### src/rtl/instr_sequencer.sv
`timescale 1ns/1ps
// Multi-cycle control FSM for the piRISC RV32I core: fetch handshake, opcode
// decode, execute, optional data-memory access and commit with retire count.
module instr_sequencer #(
  parameter int DWIDTH = 32
) (
  input  logic              clk,
  input  logic              reset,
  input  logic [31:0]       instr,
  output logic              imem_req,
  input  logic              imem_ack,
  input  logic              comparator,
  output logic              dmem_req,
  output logic              dmem_we,
  input  logic              dmem_ack,
  output logic              ir_en,
  output logic              alu_src,
  output logic              alu_pc,
  output logic [1:0]        wb_select,
  output logic              rf_we,
  output logic              pc_en,
  output logic [1:0]        pc_select,
  output logic              illegal,
  output logic [DWIDTH-1:0] instret
);

  typedef enum logic [2:0] {
    S_FETCH, S_DECODE, S_EXECUTE, S_MEMORY, S_COMMIT, S_TRAP
  } state_e;

  typedef enum logic [3:0] {
    C_R, C_I, C_LOAD, C_STORE, C_BRANCH, C_JAL, C_JALR, C_LUI, C_AUIPC, C_BAD
  } class_e;

  function automatic class_e classify(input logic [6:0] op);
    case (op)
      7'b0110011: return C_R;
      7'b0010011: return C_I;
      7'b0000011: return C_LOAD;
      7'b0100011: return C_STORE;
      7'b1100011: return C_BRANCH;
      7'b1101111: return C_JAL;
      7'b1100111: return C_JALR;
      7'b0110111: return C_LUI;
      7'b0010111: return C_AUIPC;
      default:    return C_BAD;
    endcase
  endfunction

  function automatic logic uses_imm_f(input class_e c);
    return (c == C_I) || (c == C_LOAD) || (c == C_STORE) || (c == C_JALR) || (c == C_AUIPC);
  endfunction

  function automatic logic writes_rd_f(input class_e c);
    return !((c == C_STORE) || (c == C_BRANCH));
  endfunction

  function automatic logic [1:0] pc_sel_f(input class_e c, input logic tk);
    case (c)
      C_BRANCH: return tk ? 2'b01 : 2'b00;
      C_JAL:    return 2'b10;
      C_JALR:   return 2'b11;
      default:  return 2'b00;
    endcase
  endfunction

  function automatic logic [1:0] wb_sel_f(input class_e c);
    case (c)
      C_LOAD:        return 2'b01;
      C_JAL, C_JALR: return 2'b10;
      C_LUI:         return 2'b11;
      default:       return 2'b00;
    endcase
  endfunction

  state_e              state_q;
  class_e              cls_q;
  class_e              cls_d;
  logic [6:0]          opcode_q;
  logic                rd_nz_q;
  logic                taken_q;
  logic                imem_req_q, dmem_req_q, dmem_we_q;
  logic                alu_src_q, alu_pc_q, rf_we_q, pc_en_q, illegal_q;
  logic [1:0]          wb_select_q, pc_select_q;
  logic [DWIDTH-1:0]   instret_q;
  logic                is_mem;
  logic                go_commit_d;
  logic                commit_tk_d;
  logic                unused_instr_hi;

  assign cls_d  = classify(opcode_q);
  assign is_mem = (cls_q == C_LOAD) || (cls_q == C_STORE);
  // Branch outcome is taken straight from the comparator when EXECUTE commits directly.
  assign commit_tk_d = (state_q == S_EXECUTE) ? comparator : taken_q;
  assign go_commit_d = ((state_q == S_EXECUTE) && !is_mem) ||
                       ((state_q == S_MEMORY) && dmem_ack);
  assign unused_instr_hi = ^instr[31:12];

  always_ff @(posedge clk or negedge reset) begin
    if (!reset) begin
      state_q     <= S_FETCH;
      cls_q       <= C_R;
      opcode_q    <= 7'd0;
      rd_nz_q     <= 1'b0;
      taken_q     <= 1'b0;
      imem_req_q  <= 1'b0;
      dmem_req_q  <= 1'b0;
      dmem_we_q   <= 1'b0;
      alu_src_q   <= 1'b0;
      alu_pc_q    <= 1'b0;
      rf_we_q     <= 1'b0;
      pc_en_q     <= 1'b0;
      illegal_q   <= 1'b0;
      wb_select_q <= 2'b00;
      pc_select_q <= 2'b00;
      instret_q   <= '0;
    end else begin
      imem_req_q  <= 1'b0;
      dmem_req_q  <= 1'b0;
      dmem_we_q   <= 1'b0;
      alu_src_q   <= 1'b0;
      alu_pc_q    <= 1'b0;
      rf_we_q     <= 1'b0;
      pc_en_q     <= 1'b0;
      wb_select_q <= 2'b00;
      pc_select_q <= 2'b00;
      case (state_q)
        S_FETCH: begin
          if (imem_req_q && imem_ack) begin
            opcode_q <= instr[6:0];
            rd_nz_q  <= |instr[11:7];
            state_q  <= S_DECODE;
          end else begin
            imem_req_q <= 1'b1;
          end
        end
        S_DECODE: begin
          cls_q <= cls_d;
          if (cls_d == C_BAD) begin
            illegal_q <= 1'b1;
            state_q   <= S_TRAP;
          end else begin
            alu_src_q <= uses_imm_f(cls_d);
            alu_pc_q  <= (cls_d == C_AUIPC);
            state_q   <= S_EXECUTE;
          end
        end
        S_EXECUTE: begin
          if (cls_q == C_BRANCH) taken_q <= comparator;
          if (is_mem) begin
            dmem_req_q <= 1'b1;
            dmem_we_q  <= (cls_q == C_STORE);
            alu_src_q  <= 1'b1;
            state_q    <= S_MEMORY;
          end else begin
            state_q <= S_COMMIT;
          end
        end
        S_MEMORY: begin
          if (dmem_ack) begin
            state_q <= S_COMMIT;
          end else begin
            dmem_req_q <= 1'b1;
            dmem_we_q  <= (cls_q == C_STORE);
            alu_src_q  <= 1'b1;
          end
        end
        S_COMMIT: begin
          imem_req_q <= 1'b1;
          state_q    <= S_FETCH;
        end
        S_TRAP:  state_q <= S_TRAP;
        default: state_q <= S_FETCH;
      endcase
      if (go_commit_d) begin
        pc_en_q     <= 1'b1;
        pc_select_q <= pc_sel_f(cls_q, commit_tk_d);
        rf_we_q     <= writes_rd_f(cls_q) && rd_nz_q;
        wb_select_q <= wb_sel_f(cls_q);
        instret_q   <= instret_q + DWIDTH'(1);
      end
    end
  end

  assign imem_req  = imem_req_q;
  assign ir_en     = imem_req_q && imem_ack;
  assign dmem_req  = dmem_req_q;
  assign dmem_we   = dmem_we_q;
  assign alu_src   = alu_src_q;
  assign alu_pc    = alu_pc_q;
  assign wb_select = wb_select_q;
  assign rf_we     = rf_we_q;
  assign pc_en     = pc_en_q;
  assign pc_select = pc_select_q;
  assign illegal   = illegal_q;
  assign instret   = instret_q;

endmodule

### config.mk
export PLATFORM = sky130hd
export DESIGN_NAME = instr_sequencer
export DESIGN_NICKNAME = d
export VERILOG_FILES = /design/src/rtl/instr_sequencer.sv
export SDC_FILE = /design/constraint.sdc
export NUM_CORES = 1
export LEC_CHECK = 0
export BUFFER_PORTS_ARGS = -buffer_cell sky130_fd_sc_hd__buf_2
export CAP_MARGIN = 20
export CORE_MARGIN = 1.5
export CORE_UTILIZATION = 25
export CTS_BUF_LIST = sky130_fd_sc_hd__clkbuf_16
export DETAILED_ROUTE_END_ITERATION = 12
export PLACE_DENSITY_LB_ADDON = 0.12
export SLEW_MARGIN = 10
export SYNTH_ARGS = -nofsm -noshare
export SYNTH_HDL_FRONTEND = slang
export SYNTH_SLANG_ARGS = --single-unit
export TNS_END_PERCENT = 1
### constraint.sdc
create_clock -name clk -period 3 [get_ports clk]
set_clock_uncertainty 0.2 [all_clocks]
set_input_delay 0.15 -clock clk [delete_from_list [all_inputs] [get_ports clk]]
set_output_delay 0.15 -clock clk [all_outputs]
set_load 0.01 [all_outputs]
After elaboration in Yosys (flattened, before gate mapping)
Index checks and enable logic that the tools add are counted.
{"block": "word_totals", "word_cells": 91, "output_inout_bits": 45, "ff_bits": 60, "in_bits": 37}
{"block": "classes", "addsub": 1, "n_reduce_logical": 20, "n_eq_ne": 28, "mux": 26}
{"op": "case mux 4 bit (9 select lines)", "n": 1}
{"op": "adder 32 x 1 -> 32 bit (second input constant)", "n": 1}
{"op": "== test 7 x 6 -> 1 bit (second input constant)", "n": 3}
{"op": "== test 7 bit (second input constant)", "n": 3}
{"op": "== test 4 x 3 -> 1 bit (second input constant)", "n": 5}
{"op": "== test 4 x 2 -> 1 bit (second input constant)", "n": 4}
{"op": "case mux 3 bit (5 select lines)", "n": 1}
{"op": "== test 7 x 5 -> 1 bit (second input constant)", "n": 2}
{"op": "two-way mux 1 bit", "n": 12}
{"op": "two-way mux 3 bit", "n": 4}
{"op": "case mux 2 bit (3 select lines)", "n": 2}
{"op": "== test 4 bit (second input constant)", "n": 2}
{"op": "AND reduction 2 bit", "n": 4}
{"op": "== test 7 x 2 -> 1 bit (second input constant)", "n": 1}
{"op": "logical OR 1 bit", "n": 7}
{"op": "== test 3 x 2 -> 1 bit (second input constant)", "n": 2}
{"op": "== test 3 bit (second input constant)", "n": 2}
{"op": "case mux 1 bit (2 select lines)", "n": 3}
{"op": "OR reduction 5 bit", "n": 1}
{"op": "== test 4 x 1 -> 1 bit (second input constant)", "n": 1}
{"op": "logical AND 1 bit", "n": 4}
{"op": "two-way mux 2 bit", "n": 2}
{"op": "inequality test 2 bit (second input constant)", "n": 2}
{"op": "== test 3 x 1 -> 1 bit (second input constant)", "n": 1}
{"op": "4 further kinds", "n": 5}

Depth between registers and ports, before layout
Gate-level depths: netlist of the first run.
{"block": "logic_depth", "ltp_word": 9, "mapped_depth": 8, "mapped_depth_nobuf": 6}

Worst setup path before layout of the first run
No wires, ideal clock.
{"block": "synth_path", "kind": "reg2reg", "startpoint": "register cls_q[1]", "endpoint": "register instret_q[24] (netlist: instret[24])", "path_slack_ps": 680, "path_stages_with_launch": 9, "t_arrival_ps": 2040, "required_ps": 2720, "n_path_buf": 3, "setup_time_ps": 80, "period_less_slack_ps": 2320, "path_cell_list": "dfrtp_1 > clkbuf_1 > nor4b_2 > or3_1 > buf_6 > or4b_4 > buf_6 > nor3_2 > xnor2_1"}
{"block": "synth_between", "elab_chain_cells": 5, "elab_cells_between_ends": 6, "cone_classes": "eq/ne: 2; reduce/logical: 4"}
{"element": "start: declaration", "line": "77", "source": "class_e cls_q;"}
{"element": "start signal: assignment", "line": "138", "source": "cls_q <= cls_d;"}
{"element": "== test 4 x 2 -> 1 bit", "line": "92", "source": "assign is_mem = (cls_q == C_LOAD) || (cls_q == C_STORE);"}
{"element": "logical OR 1 bit (*)", "line": "92"}
{"element": "logical NOT 1 bit (*)", "line": "95", "source": "assign go_commit_d = ((state_q == S_EXECUTE) && !is_mem) ||"}
{"element": "logical AND 1 bit (*)", "line": "95"}
{"element": "logical OR 1 bit (*)", "line": "95"}
{"element": "end signal: assignment", "line": "180", "source": "instret_q <= instret_q + DWIDTH'(1);"}
{"element": "end: declaration", "line": "85", "source": "logic [DWIDTH-1:0] instret_q;"}
Mark *: on every way between the ends. The rest lies on a longest branch, timed or not.
A chain may end at the register's enable or synchronous reset.

Final worst setup path of the first run
{"block": "layout_path", "startpoint": "register state_q[2]", "endpoint": "register instret_q[22] (netlist: instret[22])"}
{"block": "layout_between", "elab_chain_cells": 3, "elab_cells_between_ends": 5, "cone_classes": "eq/ne: 2; reduce/logical: 3"}
{"element": "start: declaration", "line": "76", "source": "state_e state_q;"}
{"element": "start signal: assignment", "line": "101", "source": "state_q <= S_FETCH;"}
{"element": "start signal: assignment", "line": "132", "source": "state_q <= S_DECODE;"}
{"element": "start signal: assignment", "line": "141", "source": "state_q <= S_TRAP;"}
{"element": "== test 3 x 2 -> 1 bit (on tied branches)", "line": "95, 96"}
{"element": "logical AND 1 bit (on tied branches)", "line": "95, 96"}
{"element": "logical OR 1 bit (*)", "line": "95"}
Marks and branches as above.

==> flow_metrics.env, run 1 <==
export IMPL_die_w_um=109
export IMPL_clk_path_buf_depth=2
export IMPL_sw_frac_of_total_pct=28.6
export IMPL_netlist_instances=271
export IMPL_total_power_w=0.00258
export IMPL_reg2reg_from="state_q[2]$_DFFE_PN0P_"
export IMPL_rsz0062_at_grt="false"
export IMPL_sequentialPowerShare_pct=41.8
export IMPL_critPathCaptureType="flop"
export IMPL_wl_per_cell_um=12.6
export IMPL_r2r_setup_slack_ns=0.56
export IMPL_cellLeakagePower_nw=1.77
export IMPL_ys_seq_elements=60
export IMPL_cts_sinks=60
export IMPL_peakVddDrop_v=0.000267
export IMPL_worstReg2RegEnd="instret[22]$_DFFE_PN0P_"
export IMPL_nets=387
export IMPL_min_from="imem_ack"
export IMPL_drv_cap=0
export IMPL_switching_power_w=0.000738
export IMPL_async_flop_share_pct=100
export IMPL_finalCritPeriodShare_pct=81.2
export IMPL_crit_start="state_q[2]$_DFFE_PN0P_"
export IMPL_firstDrtPassIters=6
export IMPL_post_route_drc_count=0
export IMPL_layout_setup_ws_ns=0.564
export IMPL_timing_worst_setup_path_type="reg -> reg"
export IMPL_io_buffers=61
export IMPL_preCtsSetupSlack_ns=0.541
export IMPL_post_cts_buffers=0
export IMPL_fmaxAchievable_ghz=0.411
export IMPL_status="finished clean"
export IMPL_die_y_um=109
export IMPL_avgSynthCellArea_um2=10.3
export IMPL_via_count=2171
export IMPL_drt_initial_drc_count=71
export IMPL_start_kind="flop"
export IMPL_post_route_util_pct=33.9
export IMPL_final_antenna_net_count=0
export IMPL_rows=38
export IMPL_coreArea_um2=10900
export IMPL_synth_edf_count=0
export IMPL_power_per_cell_area_nw_per_um2=700
export IMPL_yosysWarnings=0
export IMPL_yosys_area_share_xor_xnor_pct=10.3
export IMPL_io_pin_count=82
export IMPL_initial_utilization_pct=25.7
export IMPL_cp_required_ns=3.05
export IMPL_grt_pass1_vias=2152
export IMPL_wl_um=6250
export IMPL_final_hold_violation_count=0
export IMPL_synth_largest_area_cell="dfrtp_1"
export IMPL_path_max_fanout=8
export IMPL_grt_pass1_wl_um=10600
export IMPL_wl_met2_um=2830
export IMPL_drive_above_1_share_pct=28.5
export IMPL_final_common_cell="buf_2"
export IMPL_gp_congestion=0.791
export IMPL_synth_seq_area_share_pct=53.7
export IMPL_cts_buffers=9
export IMPL_yosysUniqueCellTypes=42
export IMPL_antennaDiodeCount=0
export IMPL_synth_fa_ha_area_share_pct=0.447
export IMPL_cp_endpoint="instret[22]$_DFFE_PN0P_"
export IMPL_root_buffer="clkbuf_16"
export IMPL_maxSlewViolCount=0
export IMPL_reg2regPathDepth=5
export IMPL_grtUsageTotal_pct=11.6
export IMPL_via_per_inst=4.39
export IMPL_die_area_um2=11800
export IMPL_antenna_found_initial=0
export IMPL_area_growth_pct=31.8
export IMPL_crit_arrival_ns=2.48
export IMPL_worst_pin_slew_ns=0.706
export IMPL_post_route_min_period_ns=2.44
export IMPL_insertion_delay_ns=0.32
export IMPL_wl_met3_um=280
export IMPL_dr_max_layer_used="met4"
export IMPL_synth_top_family_by_area="simple AND/OR/NAND/NOR gates"
export IMPL_final_cell_mix="buf_2 (61), dfrtp_1 (60), nand2_1 (29)"
export IMPL_syn_nets=309
export IMPL_synth_simple_area_share_pct=22.4
export IMPL_slew_headroom_pct=52.9
export IMPL_setup_viol=0
export IMPL_h_tree_depth=3
export IMPL_synth_mux_area_share_pct=3.62
export IMPL_clk_pin_slew_ns=0.05
export IMPL_p_int_w=0.00184
export IMPL_clkPwrFrac_pct=41.5
export IMPL_overflow=0
export IMPL_synth_compound_area_share_pct=6.00
export IMPL_synth_top_area_share_pct=53.7
export IMPL_hold_class="in -> reg"
export IMPL_cts_resized=0
export IMPL_comb_power_share_pct=16.7
export IMPL_synth_ff_type="dfrtp_1"
export IMPL_fin_tns_setup_ns=0
export IMPL_synth_top_cells_by_area="dfrtp_1 (54%), xnor2_1 (5.6%), xor2_1 (4.7%)"
export IMPL_synth_area_um2=2800
export IMPL_met1Wirelength_um=3050
export IMPL_cts_tree="yes"
export IMPL_dpl_hpwl_um=4530
export IMPL_grt_max_degree=31
-- kinds of logic after synthesis --
logic type / after synthesis
buf+inv: 22
xor+xnor: 33
flops: 60
mux: 9
fa+ha+maj: 1
compound gates: 29
simple gates: 117
-- synthesized netlist by cell type (2+ instances only) --
cell type   n
nand2b_1    2
nand3_1     9
nand2_1    29
xor2_1     15
buf_6       2
clkbuf_1    8
dfrtp_1    60
mux2_2      9
nand4_1    10
nor2_2      5
nor3_1     10
o31ai_1     2
inv_1      10
a21oi_1    10
nor2b_1     4
nor4_1      4
nor2_1     25
xnor2_1    18
o21ai_0    11
nor4b_1     2
and3_1      3
nand4b_1    2
and4_1      2
-- worst max-delay path, cell delays in order (launching register included) --
cell	delay, ns
dfrtp_1	0.46
nand2b_4	0.20
or3_1	0.53
or4b_4	0.68
nor2_2	0.14
xor2_1	0.15
-- worst min-delay path by stage --
stage,cells after the start,end
6_report,4,imem_req$_DFF_PN0_
5_1_grt,4,imem_req$_DFF_PN0_
4_1_cts,4,imem_req$_DFF_PN0_
3_5_place_dp,1,instret[27]$_DFFE_PN0P_
3_3_place_gp,1,instret[27]$_DFFE_PN0P_
2_1_floorplan,0,alu_pc$_DFF_PN0_
-- stage by stage --
stage | hold WS (ns) | instances | instance area [um^2]
after floorplan | -0.346 | 271 | 2800
after global placement | 0.0544 | 466 | 3260
after detailed placement | 0.0545 | 466 | 3260
after CTS | 0.0517 | 494 | 3690
after global routing | 0.0925 | 494 | 3690
final | 0.0476 | 494 | 3690
-- cell type report --
class | count | area [um^2]
Clock buffer | 9 | 225
Clock inverter | 7 | 83.8
Fill cell | 1133 | 7200
Inverter | 11 | 41.3
Multi-Input combinational cell | 189 | 1200
Sequential cell | 60 | 1500
Tap cell | 140 | 175
Timing Repair Buffer | 78 | 463
-- power groups by stage --
stage / combinational [W] / sequential, W / clock [W]
final: 0.000432 / 0.00108 / 0.00107
after global routing: 0.000498 / 0.00111 / 0.00114
after CTS: 0.000440 / 0.00108 / 0.00110
after detailed placement: 0.000427 / 0.00109 / 0
after global placement: 0.000424 / 0.00109 / 0
after floorplan: 0.000375 / 0.00100 / 0
-- layer usage --
| layer | track usage, % | vias up |
|---|---|---|
| met3 | 2.39 | 10 |
| met5 | 0 | - |
| met4 | 5.73 | 0 |
| li1 | - | 1080 |
| met2 | 17.7 | 56 |
| met1 | 15.6 | 1025 |
-- state kept, by name, summed over array words and instances (netlist names), 2 cells and up --
register   flops
instret       32
cls_q          4
wb_select      2
pc_select      2
state_q        3
opcode_q       7
-- timing repair --
| item | in CTS | in global routing |
|---|---|---|
| endpoints found under the hold margin | 38 | 0 |
| hold buffers | 12 | 0 |
| setup endpoints to repair | 0 | 0 |
Note: power is estimated with default switching activity, not from simulation.
==> run 2: changes to the inputs <==
==> constraint.sdc (replaced) <==
create_clock -name clk -period 2 [get_ports clk]
set_clock_uncertainty 0.2 [all_clocks]
set_input_delay 0.1 -clock clk [delete_from_list [all_inputs] [get_ports clk]]
set_output_delay 0.1 -clock clk [all_outputs]
set_load 0.01 [all_outputs]
==> run 2 against run 1 <==
  * The flow now finishes with violations (setup timing)
  * Cell area increased by 9.9%
  * Worst setup slack got worse by 0.66 ns
  * Highest routed layer unchanged
  * Wire length increased by 7.8%
  * Power increased by 50%
  * Die area unchanged
  * Flip-flop and latch count unchanged
  * Via count increased by 7.3%
  * Largest cell class unchanged
  * Sequential power increased by 44%
  * Sequential share of layout area decreased by 3.7 points
  * Hold slack improved by 0.022 ns
  * Register-to-register slack got worse by 0.66 ns
  * Count of clock-buffer cells in the layout unchanged
==> flow_metrics.env, run 2 (synthesis results as in run 1) <==
export IMPL_post_route_drc_count=0
export IMPL_drt_initial_drc_count=98
export IMPL_grtUsageTotal_pct=12.5
export IMPL_die_w_um=109
export IMPL_via_per_inst=4.34
export IMPL_fmaxAchievable_ghz=0.477
export IMPL_post_cts_buffers=0
export IMPL_dpl_hpwl_um=4970
export IMPL_worst_pin_slew_ns=0.444
export IMPL_io_buffers=61
export IMPL_drive_above_1_share_pct=38.3
export IMPL_total_power_w=0.00386
export IMPL_violations="setup timing"
export IMPL_cts_tree="yes"
export IMPL_worst_path_buf_inv=0
export IMPL_firstDrtPassIters=4
export IMPL_overflow=0
export IMPL_cp_top_family="simple AND/OR/NAND/NOR gates"
export IMPL_maxSlewViolCount=0
export IMPL_final_common_cell="buf_2"
export IMPL_h_tree_depth=3
export IMPL_grt_pass1_wl_um=11400
export IMPL_rows=38
export IMPL_path_max_fanout=6
export IMPL_coreArea_um2=10900
export IMPL_die_area_um2=11800
export IMPL_hold_class="in -> reg"
export IMPL_final_antenna_net_count=0
export IMPL_cts_sinks=60
export IMPL_post_route_min_period_ns=2.10
export IMPL_root_buffer="clkbuf_16"
export IMPL_post_route_util_pct=37.2
export IMPL_largest_reg_flops=32
export IMPL_clk_path_buf_depth=2
export IMPL_grt_pass1_vias=2353
export IMPL_hold_ws_ns=0.0696
export IMPL_cellLeakagePower_nw=1.98
export IMPL_setup_viol=6
export IMPL_antenna_found_initial=0
export IMPL_final_hold_violation_count=0
export IMPL_wl_per_cell_um=12.5
export IMPL_die_y_um=109
export IMPL_cp_cell_sequence="and2b_4, or3_4, or4b_4, nor3_4, xnor2_1"
export IMPL_insertion_delay_ns=0.33
export IMPL_slowest_delay_ns=0.60
export IMPL_hold_depth=4
export IMPL_timing_worst_setup_path_type="reg -> reg"
export IMPL_cp_slowest_cell="or4b_4"
export IMPL_grt_max_degree=34
export IMPL_wl_um=6740
export IMPL_cts_buffers=9
export IMPL_dp_cells=508
export IMPL_antennaDiodeCount=0
export IMPL_rsz0062_at_grt="true"
export IMPL_start_kind="flop"
export IMPL_reg2regPathDepth=5
export IMPL_final_cell_mix="buf_2 (61), dfrtp_1 (60), buf_4 (46)"
export IMPL_peakVddDrop_v=0.000665
export IMPL_cp_required_ns=2.05
export IMPL_finalNonFillerCells=537
export IMPL_gp_congestion=0.729
export IMPL_initial_utilization_pct=25.7
export IMPL_fill_cells=1134
export IMPL_clk_pin_slew_ns=0.05
export IMPL_io_pin_count=82
export IMPL_power_per_cell_area_nw_per_um2=953
export IMPL_status="finished, violations left"
export IMPL_nets=430
export IMPL_critPathCaptureType="flop"
export IMPL_path_depth=5
export IMPL_fin_tns_setup_ns=-0.468
export IMPL_crit_arrival_ns=2.14
export IMPL_via_count=2329
export IMPL_drv_cap=0
export IMPL_area_growth_pct=44.9
export IMPL_finalCritPeriodShare_pct=105
export IMPL_slew_headroom_pct=70.4
export IMPL_layout_setup_ws_ns=-0.0972
run 2: cell count changes in the layout (fill, tap and decap cells not counted), moves of 2 or more:
cell	previous run	this run
buf_4	5	46
inv_1	12	10
nor3_1	10	8
nor4_2	0	3
clkinv_2	1	4
nor2_1	25	23
nor2_4	0	2
nor4_1	4	1
run 2: area by class of cell:
| type | instances | area, um^2 | share of cell area (%) |
|---|---|---|---|
| inverters | 11 | 41.3 | 1.02 |
| clock buffers | 9 | 225 | 5.56 |
| clock inverters | 7 | 57.6 | 1.42 |
| flip-flops and latches | 60 | 1500 | 37.0 |
| well taps | 140 | 175 | 4.32 |
| multi-input cells | 189 | 1260 | 31.1 |
| repair buffers | 121 | 792 | 19.5 |
run 2: where the power goes:
group	total (W)	leakage (nW)	switching [W]	internal, W
registers	0.00156	0.767	0.000189	0.00137
clock network	0.00147	0.144	0.000526	0.000944
logic	0.000834	1.07	0.000409	0.000425
total	0.00386	1.98	0.00112	0.00274
run 2: worst paths after layout:
check | from | end | slack [ns]
min | dmem_ack | state_q[0]$_DFFE_PN0P_ | 0.07
min in group asynchronous | reset | instret[9]$_DFFE_PN0P_ | 0.13
min reg2reg | illegal$_DFFE_PN0P_ | illegal$_DFFE_PN0P_ | 0.27
max in group asynchronous | reset | opcode_q[3]$_DFFE_PN0P_ | 1.12
max | state_q[0]$_DFFE_PN0P_ | instret[24]$_DFFE_PN0P_ | -0.1
max reg2reg | state_q[0]$_DFFE_PN0P_ | instret[24]$_DFFE_PN0P_ | -0.1
run 2: repair_timing:
item / CTS / global route
endpoints found under the setup margin: 9 / 14
resized for setup: 3 / 6
pin swaps: 3 / 4
hold buffers: 13 / 0
endpoints found under the hold margin: 71 / 0
run 2: per-stage QoR:
stage / area, um^2 / setup slack (ns)
CTS: 4030 / -0.103
finish: 4050 / -0.0972
global route: 4050 / -0.185
detailed placement: 3600 / -0.171
global placement: 3600 / -0.171
floorplan: 2840 / -0.262
run 2: layer usage:
layer  up-vias  GRT usage, %  part of all wire, %  routed length [um]
met2        61          20.6                   48                3220
met5         -             0                    0                   0
li1       1163             -                    -                   -
met3        12          3.35                  5.1                 345
met4         0          5.36                  1.8                 124
met1      1093          15.4                   45                3050
run 2: worst min-delay path, delay by kind of cell:
| family | cells | cell delay [ns] |
|---|---|---|
| buffers and inverters | 1 | 0.12 |
| AOI/OAI and AO/OA | 3 | 0.32 |
